File: src/rtl/keypad_pkg.sv
// Shared types and helpers for the multi-pad matrix keypad scanner.
// Key bits are laid out pad-major, then row, then column.
package keypad_pkg;

  typedef enum logic [1:0] {
    IDLE,
    SETTLE,
    SAMPLE
  } scan_state_e;

  function automatic int key_idx(input int p, input int r, input int c,
                                 input int rows, input int cols);
    return p * rows * cols + r * cols + c;
  endfunction

  // Bits needed for a counter that runs 0..n-1 (never narrower than 1)
  function automatic int cnt_w(input int n);
    return (n <= 2) ? 1 : $clog2(n);
  endfunction

endpackage

File: src/rtl/key_debounce.sv
// Frame-rate debouncer for one key: flips its state after DEB_SCANS
// consecutive evaluated frames disagree with it, pulsing press/release.
module key_debounce
  import keypad_pkg::*;
#(
  parameter int DEB_SCANS = 4
) (
  input  logic clk_i,
  input  logic rst_i,
  input  logic upd_i,
  input  logic raw_i,
  output logic key_o,
  output logic press_o,
  output logic release_o
);

  localparam int CW = cnt_w(DEB_SCANS);
  localparam logic [CW-1:0] CNT_LAST = CW'(DEB_SCANS - 1);

  logic [CW-1:0] cnt_q;
  logic          key_q;
  logic          press_q;
  logic          release_q;

  always_ff @(posedge clk_i) begin
    if (rst_i) begin
      cnt_q     <= '0;
      key_q     <= 1'b0;
      press_q   <= 1'b0;
      release_q <= 1'b0;
    end else begin
      press_q   <= 1'b0;
      release_q <= 1'b0;
      if (upd_i) begin
        if (raw_i == key_q) begin
          cnt_q <= '0;
        end else if (cnt_q == CNT_LAST) begin
          key_q     <= raw_i;
          cnt_q     <= '0;
          press_q   <= raw_i;
          release_q <= ~raw_i;
        end else begin
          cnt_q <= cnt_q + 1'b1;
        end
      end
    end
  end

  assign key_o     = key_q;
  assign press_o   = press_q;
  assign release_o = release_q;

endmodule

File: src/rtl/multi_keypad_scanner.sv
// Lockstep row scanner for NUM_PADS active-low key matrices with per-key
// frame debouncing; keys/press/release/frame outputs are all registered.
module multi_keypad_scanner
  import keypad_pkg::*;
#(
  parameter int NUM_PADS   = 2,
  parameter int ROWS       = 4,
  parameter int COLS       = 4,
  parameter int SETTLE_CYC = 500,
  parameter int DEB_SCANS  = 4
) (
  input  logic                         clk_i,
  input  logic                         rst_i,
  input  logic                         en_i,
  output logic [NUM_PADS*ROWS-1:0]     row_o,
  input  logic [NUM_PADS*COLS-1:0]     col_i,
  output logic [NUM_PADS*ROWS*COLS-1:0] keys_o,
  output logic [NUM_PADS*ROWS*COLS-1:0] press_o,
  output logic [NUM_PADS*ROWS*COLS-1:0] release_o,
  output logic                         frame_o
);

  localparam int K  = NUM_PADS * ROWS * COLS;
  localparam int RW = cnt_w(ROWS);
  localparam int SW = cnt_w(SETTLE_CYC);
  localparam logic [SW-1:0] SETTLE_LAST = SW'(SETTLE_CYC - 1);
  localparam logic [RW-1:0] ROW_LAST    = RW'(ROWS - 1);

  logic [NUM_PADS*COLS-1:0] col_meta_q;
  logic [NUM_PADS*COLS-1:0] col_sync_q;
  scan_state_e              state_q;
  logic [RW-1:0]            row_idx_q;
  logic [SW-1:0]            settle_q;
  logic [NUM_PADS*ROWS-1:0] row_q;
  logic [K-1:0]             raw_q;
  logic [K-1:0]             raw_d;
  logic                     frame_q;
  logic                     eval_en;
  logic [K-1:0]             keys;
  logic [K-1:0]             press;
  logic [K-1:0]             rel;

  function automatic logic [NUM_PADS*ROWS-1:0] row_drive(input logic [RW-1:0] idx);
    logic [NUM_PADS*ROWS-1:0] pat;
    pat = '1;
    for (int p = 0; p < NUM_PADS; p++) begin
      for (int r = 0; r < ROWS; r++) begin
        if (RW'(r) == idx) pat[p*ROWS + r] = 1'b0;
      end
    end
    return pat;
  endfunction

  // Released (all ones) is the safe reset value for the column pins
  always_ff @(posedge clk_i) begin
    if (rst_i) begin
      col_meta_q <= '1;
      col_sync_q <= '1;
    end else begin
      col_meta_q <= col_i;
      col_sync_q <= col_meta_q;
    end
  end

  // Frame buffer with the currently sampled row merged in, so the last row
  // can be evaluated in the same edge that stores it.
  always_comb begin
    raw_d = raw_q;
    if (state_q == SAMPLE) begin
      for (int p = 0; p < NUM_PADS; p++) begin
        for (int r = 0; r < ROWS; r++) begin
          for (int c = 0; c < COLS; c++) begin
            if (RW'(r) == row_idx_q)
              raw_d[key_idx(p, r, c, ROWS, COLS)] = ~col_sync_q[p*COLS + c];
          end
        end
      end
    end
  end

  assign eval_en = en_i && (state_q == SAMPLE) && (row_idx_q == ROW_LAST);

  always_ff @(posedge clk_i) begin
    if (rst_i) begin
      state_q   <= IDLE;
      row_idx_q <= '0;
      settle_q  <= '0;
      row_q     <= '1;
      raw_q     <= '0;
      frame_q   <= 1'b0;
    end else begin
      frame_q <= eval_en;
      if (!en_i) begin
        state_q   <= IDLE;
        row_idx_q <= '0;
        settle_q  <= '0;
        row_q     <= '1;
      end else begin
        case (state_q)
          IDLE: begin
            state_q   <= SETTLE;
            settle_q  <= '0;
            row_idx_q <= '0;
            row_q     <= row_drive('0);
          end
          SETTLE: begin
            if (settle_q == SETTLE_LAST) begin
              state_q  <= SAMPLE;
              settle_q <= '0;
            end else begin
              settle_q <= settle_q + 1'b1;
            end
          end
          SAMPLE: begin
            raw_q   <= raw_d;
            state_q <= SETTLE;
            if (row_idx_q == ROW_LAST) begin
              row_idx_q <= '0;
              row_q     <= row_drive('0);
            end else begin
              row_idx_q <= row_idx_q + 1'b1;
              row_q     <= row_drive(row_idx_q + 1'b1);
            end
          end
          default: state_q <= IDLE;
        endcase
      end
    end
  end

  for (genvar k = 0; k < K; k++) begin : g_key
    key_debounce #(
      .DEB_SCANS(DEB_SCANS)
    ) u_deb (
      .clk_i    (clk_i),
      .rst_i    (rst_i),
      .upd_i    (eval_en),
      .raw_i    (raw_d[k]),
      .key_o    (keys[k]),
      .press_o  (press[k]),
      .release_o(rel[k])
    );
  end

  assign row_o     = row_q;
  assign keys_o    = keys;
  assign press_o   = press;
  assign release_o = rel;
  assign frame_o   = frame_q;

endmodule

File: config.mk
export PLATFORM = sky130hd
export DESIGN_NAME = multi_keypad_scanner
export DESIGN_NICKNAME = d
export VERILOG_FILES = /design/src/rtl/keypad_pkg.sv /design/src/rtl/key_debounce.sv /design/src/rtl/multi_keypad_scanner.sv
export SDC_FILE = /design/constraint.sdc
export NUM_CORES = 1
export LEC_CHECK = 0
export CORE_MARGIN = 2
export CORE_UTILIZATION = 46
export DETAILED_ROUTE_END_ITERATION = 7
export PLACE_DENSITY_LB_ADDON = 0.15
export SKIP_LAST_GASP = 1
export SYNTH_ARGS = -nofsm -noshare
export SYNTH_HDL_FRONTEND = slang
export SYNTH_SLANG_ARGS = --single-unit
export TNS_END_PERCENT = 30
File: constraint.sdc
create_clock -name clk_i -period 2.15 [get_ports clk_i]
set_clock_uncertainty 0.1 [all_clocks]
set_input_delay 0.215 -clock clk_i [delete_from_list [all_inputs] [get_ports clk_i]]
set_output_delay 0.215 -clock clk_i [all_outputs]
set_load 0.02 [all_outputs]
# Word level (Yosys, flattened, before mapping)
# Index checks and enable logic that the tools add are counted.
# Widths: inputs -> output; s select.
[totals] reg_bits=230 output_inout_bits=105 word_cells=534
[classes] addsub=34 n_eq_ne=75 muxes=109 bitwise_logic=106 n_reduce_logical=74
[ops] cell="$mux 2" count=66
[ops] cell="$reduce_or 4->1" count=32
[ops] cell="$not 1->1" count=106
[ops] cell="$reduce_and 3->1" count=32
[ops] cell="$eq 2x2->1 const B" count=34
[ops] cell="$add 2x1->2 const B" count=33
[ops] cell="$mux 1" count=36
[ops] cell="$eq 1x1->1" count=32
[ops] cell="$mux 32" count=1
[ops] cell="$pmux 9 s2" count=1
[ops] cell="$pmux 8 s2" count=1
[ops] cell="$add 9x1->9 const B" count=1
[ops] cell="$eq 9x9->1 const B" count=1
[ops] cell="$mux 9" count=1
[ops] cell="$eq 2x2->1 const A" count=4
[ops] cell="$mux 8" count=1
[ops] cell="$pmux 2 s2" count=2
[ops] cell="$logic_not 2->1" count=3
[ops] cell="$eq 1x2->1 const A" count=2
[ops] cell="$reduce_bool 2->1" count=2
[ops] cell="$reduce_or 2->1" count=2
[ops] cell="$eq 2x1->1 const B" count=1
[ops] cell="$logic_and 1x1->1" count=2
[ops] cell="$ne 2x2->1 const B" count=1
[ops] cell="$reduce_and 2->1" count=1

# Longest topological paths before layout
# Gate-level depths: netlist of the first run.
[logic_depth] ltp_word=6 ltp_mapped=8

# Hierarchy
# Synthesis of the first run repeated with hierarchy kept, for this count alone.
[hier_totals] cells_unflattened=926 area_unflattened_um2=9399.0
[modules_own_cells] mod="key_debounce" n_inst=32 cells_per_inst=19 area_each_um2=205.2
[modules_own_cells] mod="multi_keypad_scanner" n_inst=1 cells_per_inst=318 area_each_um2=2832.7

# Worst setup path before layout of the first run
# OpenSTA, ideal clock, no wires.
[synth_timing] path_type="register to register" from="register row_idx_q[0]" to="register g_key[26].u_deb.cnt_q[1]" setup_time_ns=0.117 t_arrival_ns=1.712 required_ns=1.933 slack_ns=0.220 path_stages_with_launch=8 n_path_buf=1 synth_period_minus_slack_ns=1.930 cell_sequence="dfxtp_1 inv_1 ha_1 and3b_1 buf_2 mux2_2 xor2_1 a32o_1"
[synth_between] elab_chain_len=5
[synth_rtl] element="start, declared" line_no="multi_keypad_scanner.sv:32" text="logic [RW-1:0] row_idx_q;"
[synth_rtl] element="start signal, assigned" line_no="multi_keypad_scanner.sv:121" text="row_idx_q <= row_idx_q + 1'b1;"
[synth_rtl] element="$eq 2x2->1" line_no="multi_keypad_scanner.sv:73" text="if (RW'(r) == row_idx_q)"
[synth_rtl] element="$mux 1" line_no="multi_keypad_scanner.sv:73"
[synth_rtl] element="$mux 32" line_no="multi_keypad_scanner.sv:69" text="if (state_q == SAMPLE) begin"
[synth_rtl] element="$eq 1x1->1" line_no="key_debounce.sv:35" text="if (raw_i == key_q) begin"
[synth_rtl] element="$mux 2" line_no="key_debounce.sv:35"
[synth_rtl] element="end signal, assigned" line_no="key_debounce.sv:43" text="cnt_q <= cnt_q + 1'b1;"
[synth_rtl] element="end, declared" line_no="key_debounce.sv:20" text="logic [CW-1:0] cnt_q;"
# Several ways; a longest one is shown, not always the timed one.
# A chain may end at the register's enable or synchronous reset.

# Final worst setup path of the first run
[layout_timing] from="register row_idx_q[0]" to="register g_key[16].u_deb.cnt_q[1]"
[layout_between] elab_chain_len=5
[layout_rtl] element="$logic_not 2->1" line_no="multi_keypad_scanner.sv:73"
[layout_rtl] element="$mux 1" line_no="multi_keypad_scanner.sv:73"
[layout_rtl] element="$mux 32" line_no="multi_keypad_scanner.sv:69"
[layout_rtl] element="$eq 1x1->1" line_no="key_debounce.sv:35"
[layout_rtl] element="$mux 2" line_no="key_debounce.sv:35"
[layout_rtl] element="end signal, assigned" line_no="key_debounce.sv:43"
[layout_rtl] element="end, declared" line_no="key_debounce.sv:20"
# Several ways; a longest one is shown, not always the timed one.

==> reports/metrics.cfg, run 1 <==
[floorplanning]
initial_core_util_pct = 46.8
rows = 52
die_area_um2 = 21800
die_h_um = 148
fp.coreArea_um2 = 20200
io_pins = 116
dieWidth_um = 148

[sta]
fin_crit_ns = 2.02
hold_viol = 0
fmax_mhz = 496
setup_violations = 0
slew_violations = 0
period_share_pct = 93.7
fin_setup_tns_ns = 0
grt_setup_unrepaired = no
slew_headroom_pct = 66.4
worst_pin_slew_ns = 0.504

[route]
drt-initial-drc-count = 238
drc_errors = 0
ant_nets = 0
routed_wl_um = 18500
vias = 6568
wl_per_cell_um = 14.1
viasPerCell = 4.99
first_pass_iters = 6

[setup_path]
worstPathArrival_ns = 2.32
start_kind = flop
crit_required_ns = 2.45
critical-path-max-stage-delay_ns = 0.39
critical_path.max_fanout = 13
reg2reg_depth = 7
cp-end-kind = flop
critPathSlowestCell = mux2_2
path_delay_family = multiplexers
path_cells = inv_1, ha_1, and3b_1, buf_12, mux2_2, xor2_1, a32o_1
path_depth = 7
path_buf_inv = 2
critPathKind = reg -> reg

[synthesis]
yosysMostFrequentCell = dfxtp_1
synth_flop_cell = dfxtp_1
synthTopCellsByCount = 218 x dfxtp_1, 134 x nand2_1, 100 x buf_4
ys_warn_count = 0
synth_edf_count = 0
synthesis.area_um2 = 9480
async_flop_share_pct = 0
yosysTopAreaCell = dfxtp_1
synthTopCellsByArea = dfxtp_1 46%, buf_4 7.9%, nand2_1 5.3%, ha_1 5.3%, mux2i_1 3.9%
yosysUniqueCellTypes = 44
synthCells = 1009
avgSynthCellArea_um2 = 9.39
yosysSeqAreaShare_pct = 46.1
yosysTopAreaCellShare_pct = 46.1
syn_nets = 1060
synth_seq_cells = 218

[pwr]
p_leak_nw = 4.28
p_clk_share_pct = 50.2
power_switching_share_pct = 19.9
ir_worst_vdd_mv = 0.484
sequentialPowerShare_pct = 48.2
p_per_area_nw_per_um2 = 761
switching_power_w = 0.00168
p_int_w = 0.00677
combPwrFrac_pct = 1.6

[global_route]
antenna_found_initial = 0
grt_pass1_vias = 6301
grt_max_degree = 51
overflow = 0
grt_usage_pct = 17.0
grt_pass1_wl_um = 30700

[layout]
final_area_um2 = 11100
layout-drive-gt1-share_pct = 13.1
fillCellCount = 1832
antenna_cells = 0
nets = 1079
synthToLayoutAreaGrowth_pct = 17.2

[cts]
cts-root-buf = clkbuf_16
clock_path_buffers = 3
cts.sinks = 218
cts_htree_levels = 1
clk_pin_slew_ns = 0.06
clock_latency_ns = 0.50
cts_tree = done
cts_made_buffers = 24

[placed_design]
gp_congestion = 0.771
dp_hpwl_um = 12400
numPortBuffers = 115
dpl_cell_area_um2 = 10300

[flow_run]
max_cap_violations = 0

[hold_path]
hold_class = in -> reg
hold_depth = 4

[run_status]
status = complete, no violations

[per-layer routing]
| layer | up-vias | GRT usage [%] | part of all wire [%] |
|---|---|---|---|
| met5 | - | 0 | 0 |
| met4 | 0 | 3.99 | 1.1 |
| met3 | 19 | 3.30 | 5.4 |
| met2 | 121 | 28.2 | 46 |
| met1 | 3051 | 23.1 | 47 |
| li1 | 3377 | - | - |
[path summary, 6_finish.rpt]
check | from | endpoint | slack [ns]
worst max-delay path | row_idx_q[0]$_SDFFE_PP0P_ | g_key[16].u_deb.cnt_q[1]$_SDFFE_PP0P_ | 0.13
worst max register to register | row_idx_q[0]$_SDFFE_PP0P_ | g_key[16].u_deb.cnt_q[1]$_SDFFE_PP0P_ | 0.13
worst min-delay path | rst_i | row_o[5]$_SDFFE_PP1P_ | 0.04
worst min register to register | col_meta_q[5]$_SDFF_PP1_ | col_sync_q[5]$_SDFF_PP1_ | 0.31
[power by group through the flow]
stage | clock network, W | registers [W] | logic (W)
6_report | 0.00424 | 0.00407 | 0.000136
3_3_place_gp | 0 | 0.00416 | 0.000139
5_1_grt | 0.00451 | 0.00407 | 0.000150
4_1_cts | 0.00435 | 0.00407 | 0.000140
3_5_place_dp | 0 | 0.00416 | 0.000139
2_1_floorplan | 0 | 0.00416 | 0.0000780
[registers in the layout, indices dropped and copies added (netlist names)]
name	cells
frame_o	1
g_key.u_deb.release_o	32
raw_q	24
g_key.u_deb.cnt_q	64
settle_q	9
col_meta_q	8
state_q	2
row_idx_q	2
g_key.u_deb.key_o	32
g_key.u_deb.press_o	32
col_sync_q	8
row_o	4
[through the flow]
step / setup WS (ns) / power [W] / std cells / hold slack (ns) / util [%]
floorplan: 0.220 / 0.00423 / 1009 / 0.219 / -
global placement: 0.154 / 0.00430 / 1272 / 0.293 / 50.7
detailed placement: 0.119 / 0.00430 / 1272 / 0.297 / 50.7
CTS: 0.117 / 0.00856 / 1316 / 0.0314 / 54.9
global route: 0.0219 / 0.00873 / 1316 / 0.0530 / 54.9
finish: 0.134 / 0.00845 / 1316 / 0.0392 / 54.9
[what timing repair did]
action	4_1_cts	5_1_grt
setup buffers	0	0
hold buffers	0	0
resized for setup	0	1
endpoints found under the setup margin	0	1
[worst register-to-register path: cells and delay by family, from the launching register on]
kind | cells | cell delay (ns)
and+or+nand+nor | 1 | 0.20
xor gates and xnor gates | 1 | 0.17
DFF | 1 | 0.33
adders and majority gates | 1 | 0.15
buffers and inverters | 2 | 0.30
muxes | 1 | 0.40
AOI/OAI and AO/OA | 1 | 0.27
[placed cells by master, fill, tap and decap left out, types with 7 or more instances in the layout]
cell	n
mux2i_2	8
ha_1	40
buf_12	7
inv_1	28
xnor2_1	23
buf_4	21
dfxtp_1	218
clkbuf_8	9
clkbuf_16	25
a32o_1	35
a21oi_1	48
nor3_1	42
nand2_1	134
nor2_1	88
xor2_1	8
mux2i_1	37
and2_1	13
a31o_2	13
nand3_1	31
clkdlybuf4s50_1	114
or2_2	17
o21ai_0	7
mux2_2	24
a311oi_1	10
[cell families after synthesis]
family,after synthesis,share of synthesized area [%]
buf+inv,178,11.8
fa+ha+maj,40,5.28
xor+xnor,31,2.87
flops,218,46.1
mux,69,7.92
compound gates,124,9.66
simple gates,349,16.4
[cell type report]
| type | instances | area (µm²) | area share, % |
|---|---|---|---|
| well taps | 270 | 338 | 3.04 |
| repair buffers | 142 | 1440 | 13.0 |
| multi-input cells | 613 | 4010 | 36.1 |
| inverters | 29 | 109 | 0.980 |
| clock inverters | 7 | 85.1 | 0.766 |
| clock buffers | 37 | 761 | 6.85 |
| flip-flops and latches | 218 | 4360 | 39.3 |
Note: power is estimated with default switching activity, not from simulation.
==> run 2, diff against run 1 <==
- CORE_UTILIZATION: 46 -> 53
- RECOVER_POWER: not set -> 100
==> run 2 against run 1 <==
Global-route usage up 2.8 points. Cell count down 3.8%. Count of clock-buffer cells in the layout down 4. Critical path type unchanged. Highest routed layer unchanged.
==> reports/metrics.cfg, run 2 (synthesis gave the netlist of run 1 again) <==
[setup_path]
worstPathArrival_ns = 2.31  ; was 2.32 ns
crit_required_ns = 2.44  ; was 2.45 ns
start_kind = flop  ; unchanged
r2r_slack_ns = 0.13  ; about the same
reg2reg_depth = 7  ; unchanged
cp-end-kind = flop  ; unchanged
critPathKind = reg -> reg  ; unchanged
r2r_end = g_key[22].u_deb.cnt_q[1]$_SDFFE_PP0P_  ; was g_key[16].u_deb.cnt_q[1]$_SDFFE_PP0P_
rr_startpoint = row_idx_q[1]$_SDFFE_PP0P_  ; was row_idx_q[0]$_SDFFE_PP0P_
critical_path.max_fanout = 14  ; was 13

[floorplanning]
dieWidth_um = 138  ; was 148 µm
rows = 48  ; was 52
io_pins = 116  ; unchanged
initial_core_util_pct = 54.4  ; was 46.8%
die_area_um2 = 19000  ; was 21800 µm²
die_h_um = 138  ; was 148 µm
fp.coreArea_um2 = 17400  ; was 20200 µm²

[route]
viasPerCell = 5.27  ; was 4.99
routed_wl_um = 18700  ; was 18500 µm
vias = 6678  ; was 6568
wl_per_cell_um = 14.8  ; was 14.1 µm
ant_nets = 0  ; unchanged
drt-initial-drc-count = 319  ; was 238
drc_errors = 0  ; unchanged
first_pass_iters = 4  ; was 6

[cts]
cts_made_buffers = 23  ; was 24
cts_htree_levels = 1  ; unchanged
cts.sinks = 218  ; unchanged
clock_path_buffers = 3  ; unchanged
clock_latency_ns = 0.50  ; about the same
post-cts-setup-buffer-count = 0  ; unchanged
clk_pin_slew_ns = 0.06  ; about the same
cts_tree = done  ; unchanged
cts-root-buf = clkbuf_16  ; unchanged

[sta]
slew_headroom_pct = 31.9  ; was 66.4%
grt_setup_unrepaired = no  ; unchanged
period_share_pct = 94.0  ; was 93.7%
worst_pin_slew_ns = 1.02  ; was 0.504 ns
fin_crit_ns = 2.02  ; about the same
fmax_mhz = 495  ; was 496 MHz
hold_viol = 0  ; unchanged
fin_setup_tns_ns = 0  ; unchanged
setup_violations = 0  ; unchanged
slew_violations = 0  ; unchanged
fin_ws_ns = 0.130  ; was 0.134 ns

[global_route]
grt_usage_pct = 19.9  ; was 17.0%
antenna_found_initial = 0  ; unchanged
grt_pass1_wl_um = 30300  ; was 30700 µm
grt_pass1_vias = 6148  ; was 6301
grt_max_degree = 53  ; was 51
overflow = 0  ; unchanged

[layout]
seq_area_um2 = 4360  ; unchanged
final_cell_mix = 218 x dfxtp_1, 135 x nand2_1, 106 x dlygate4sd3_1  ; was 218 x dfxtp_1, 134 x nand2_1, 114 x clkdlybuf4s50_1
fillCellCount = 1449  ; was 1832
antenna_cells = 0  ; unchanged
largest_reg_flops = 64  ; unchanged
top_register = g_key.u_deb.cnt_q  ; unchanged
nets = 1076  ; was 1079
multiInputGateArea_um2 = 3970  ; was 4010 µm²
layout-drive-gt1-share_pct = 9.03  ; was 13.1%
synthToLayoutAreaGrowth_pct = 14.8  ; was 17.2%
final_common_cell = dfxtp_1  ; unchanged

[pwr]
ir_worst_vdd_mv = 0.522  ; was 0.484 mV
p_per_area_nw_per_um2 = 753  ; was 761 nW/µm²
p_leak_nw = 4.52  ; was 4.28 nW

[placed_design]
numPortBuffers = 115  ; unchanged
preCtsSetupSlack_ns = 0.0902  ; was 0.119 ns
gp_congestion = 0.805  ; was 0.771
dp_hpwl_um = 12300  ; was 12400 µm

[hold_path]
hold_depth = 2  ; was 4
min-delay-start = col_i[6]  ; was rst_i
hold_class = in -> reg  ; unchanged
hold_end = col_meta_q[6]$_SDFF_PP1_  ; was row_o[5]$_SDFFE_PP1P_

[flow_run]
max_cap_violations = 0  ; unchanged

[run_status]
status = complete, no violations  ; unchanged

run 2: cell count changes in the layout (fill, tap and decap cells not counted), moves of 6 or more:
cell | previous run | this run
mux2_1 | 0 | 18
clkbuf_8 | 9 | 3
clkbuf_1 | 3 | 13
mux2i_2 | 8 | 1
mux2i_1 | 37 | 44
clkdlybuf4s50_1 | 114 | 9
buf_4 | 21 | 9
mux2_2 | 24 | 6
dlygate4sd3_1 | 0 | 106
run 2: worst max-delay path by stage:
stage	from	endpoint
2_1_floorplan	row_idx_q[0]$_SDFFE_PP0P_	g_key[26].u_deb.cnt_q[1]$_SDFFE_PP0P_
3_3_place_gp	row_idx_q[1]$_SDFFE_PP0P_	g_key[0].u_deb.cnt_q[1]$_SDFFE_PP0P_
3_5_place_dp	row_idx_q[1]$_SDFFE_PP0P_	g_key[2].u_deb.cnt_q[1]$_SDFFE_PP0P_
4_1_cts	row_idx_q[1]$_SDFFE_PP0P_	g_key[2].u_deb.cnt_q[1]$_SDFFE_PP0P_
5_1_grt	row_idx_q[0]$_SDFFE_PP0P_	g_key[0].u_deb.cnt_q[1]$_SDFFE_PP0P_
6_report	row_idx_q[1]$_SDFFE_PP0P_	g_key[22].u_deb.cnt_q[1]$_SDFFE_PP0P_
run 2: layout make-up:
class | count | area share, %
timing repair buffer | 140 | 12.8
multi-input combinational | 613 | 36.5
clock inverter | 8 | 1.08
clock buffer | 33 | 5.91
tap | 225 | 2.59
inverter | 29 | 1.00
sequential | 218 | 40.1
run 2: what timing repair did:
item / in CTS / in global routing
hold buffers: 1 / 0
hold endpoints to repair: 12 / 0
gates resized for setup: 0 / 1
setup endpoints to repair: 0 / 2
run 2: critical path, stage by stage, from the launching register on:
cell and delay (ns):
dfxtp_1 0.41, inv_2 0.09, ha_1 0.17, and3b_1 0.20, buf_12 0.16, mux2_1 0.35
xor2_1 0.17, a32o_1 0.26
run 2: report_power, final:
group	switching [W]	internal [W]
registers	0.0000137	0.00406
clock network	0.00156	0.00243
logic	0.0000858	0.0000454
run 2: metrics by stage:
stage	instance area (µm²)	instances	hold slack [ns]	util, %	total power [W]
after floorplan	9480	1009	0.219	-	0.00423
after CTS	11000	1266	0.154	63.0	0.00830
after global placement	10200	1224	0.292	58.5	0.00430
after detailed placement	10200	1224	0.294	58.5	0.00430
final	10900	1266	0.171	62.4	0.00819
after global routing	10900	1266	0.185	62.4	0.00847
run 2: metal layers:
metal  wire [µm]  up-vias  GRT usage (%)
met1        8720     3131           26.4
li1            -     3375              -
met5           0        -              0
met2        8660      140           33.4
met3         934       32           3.53
met4         367        0           5.39
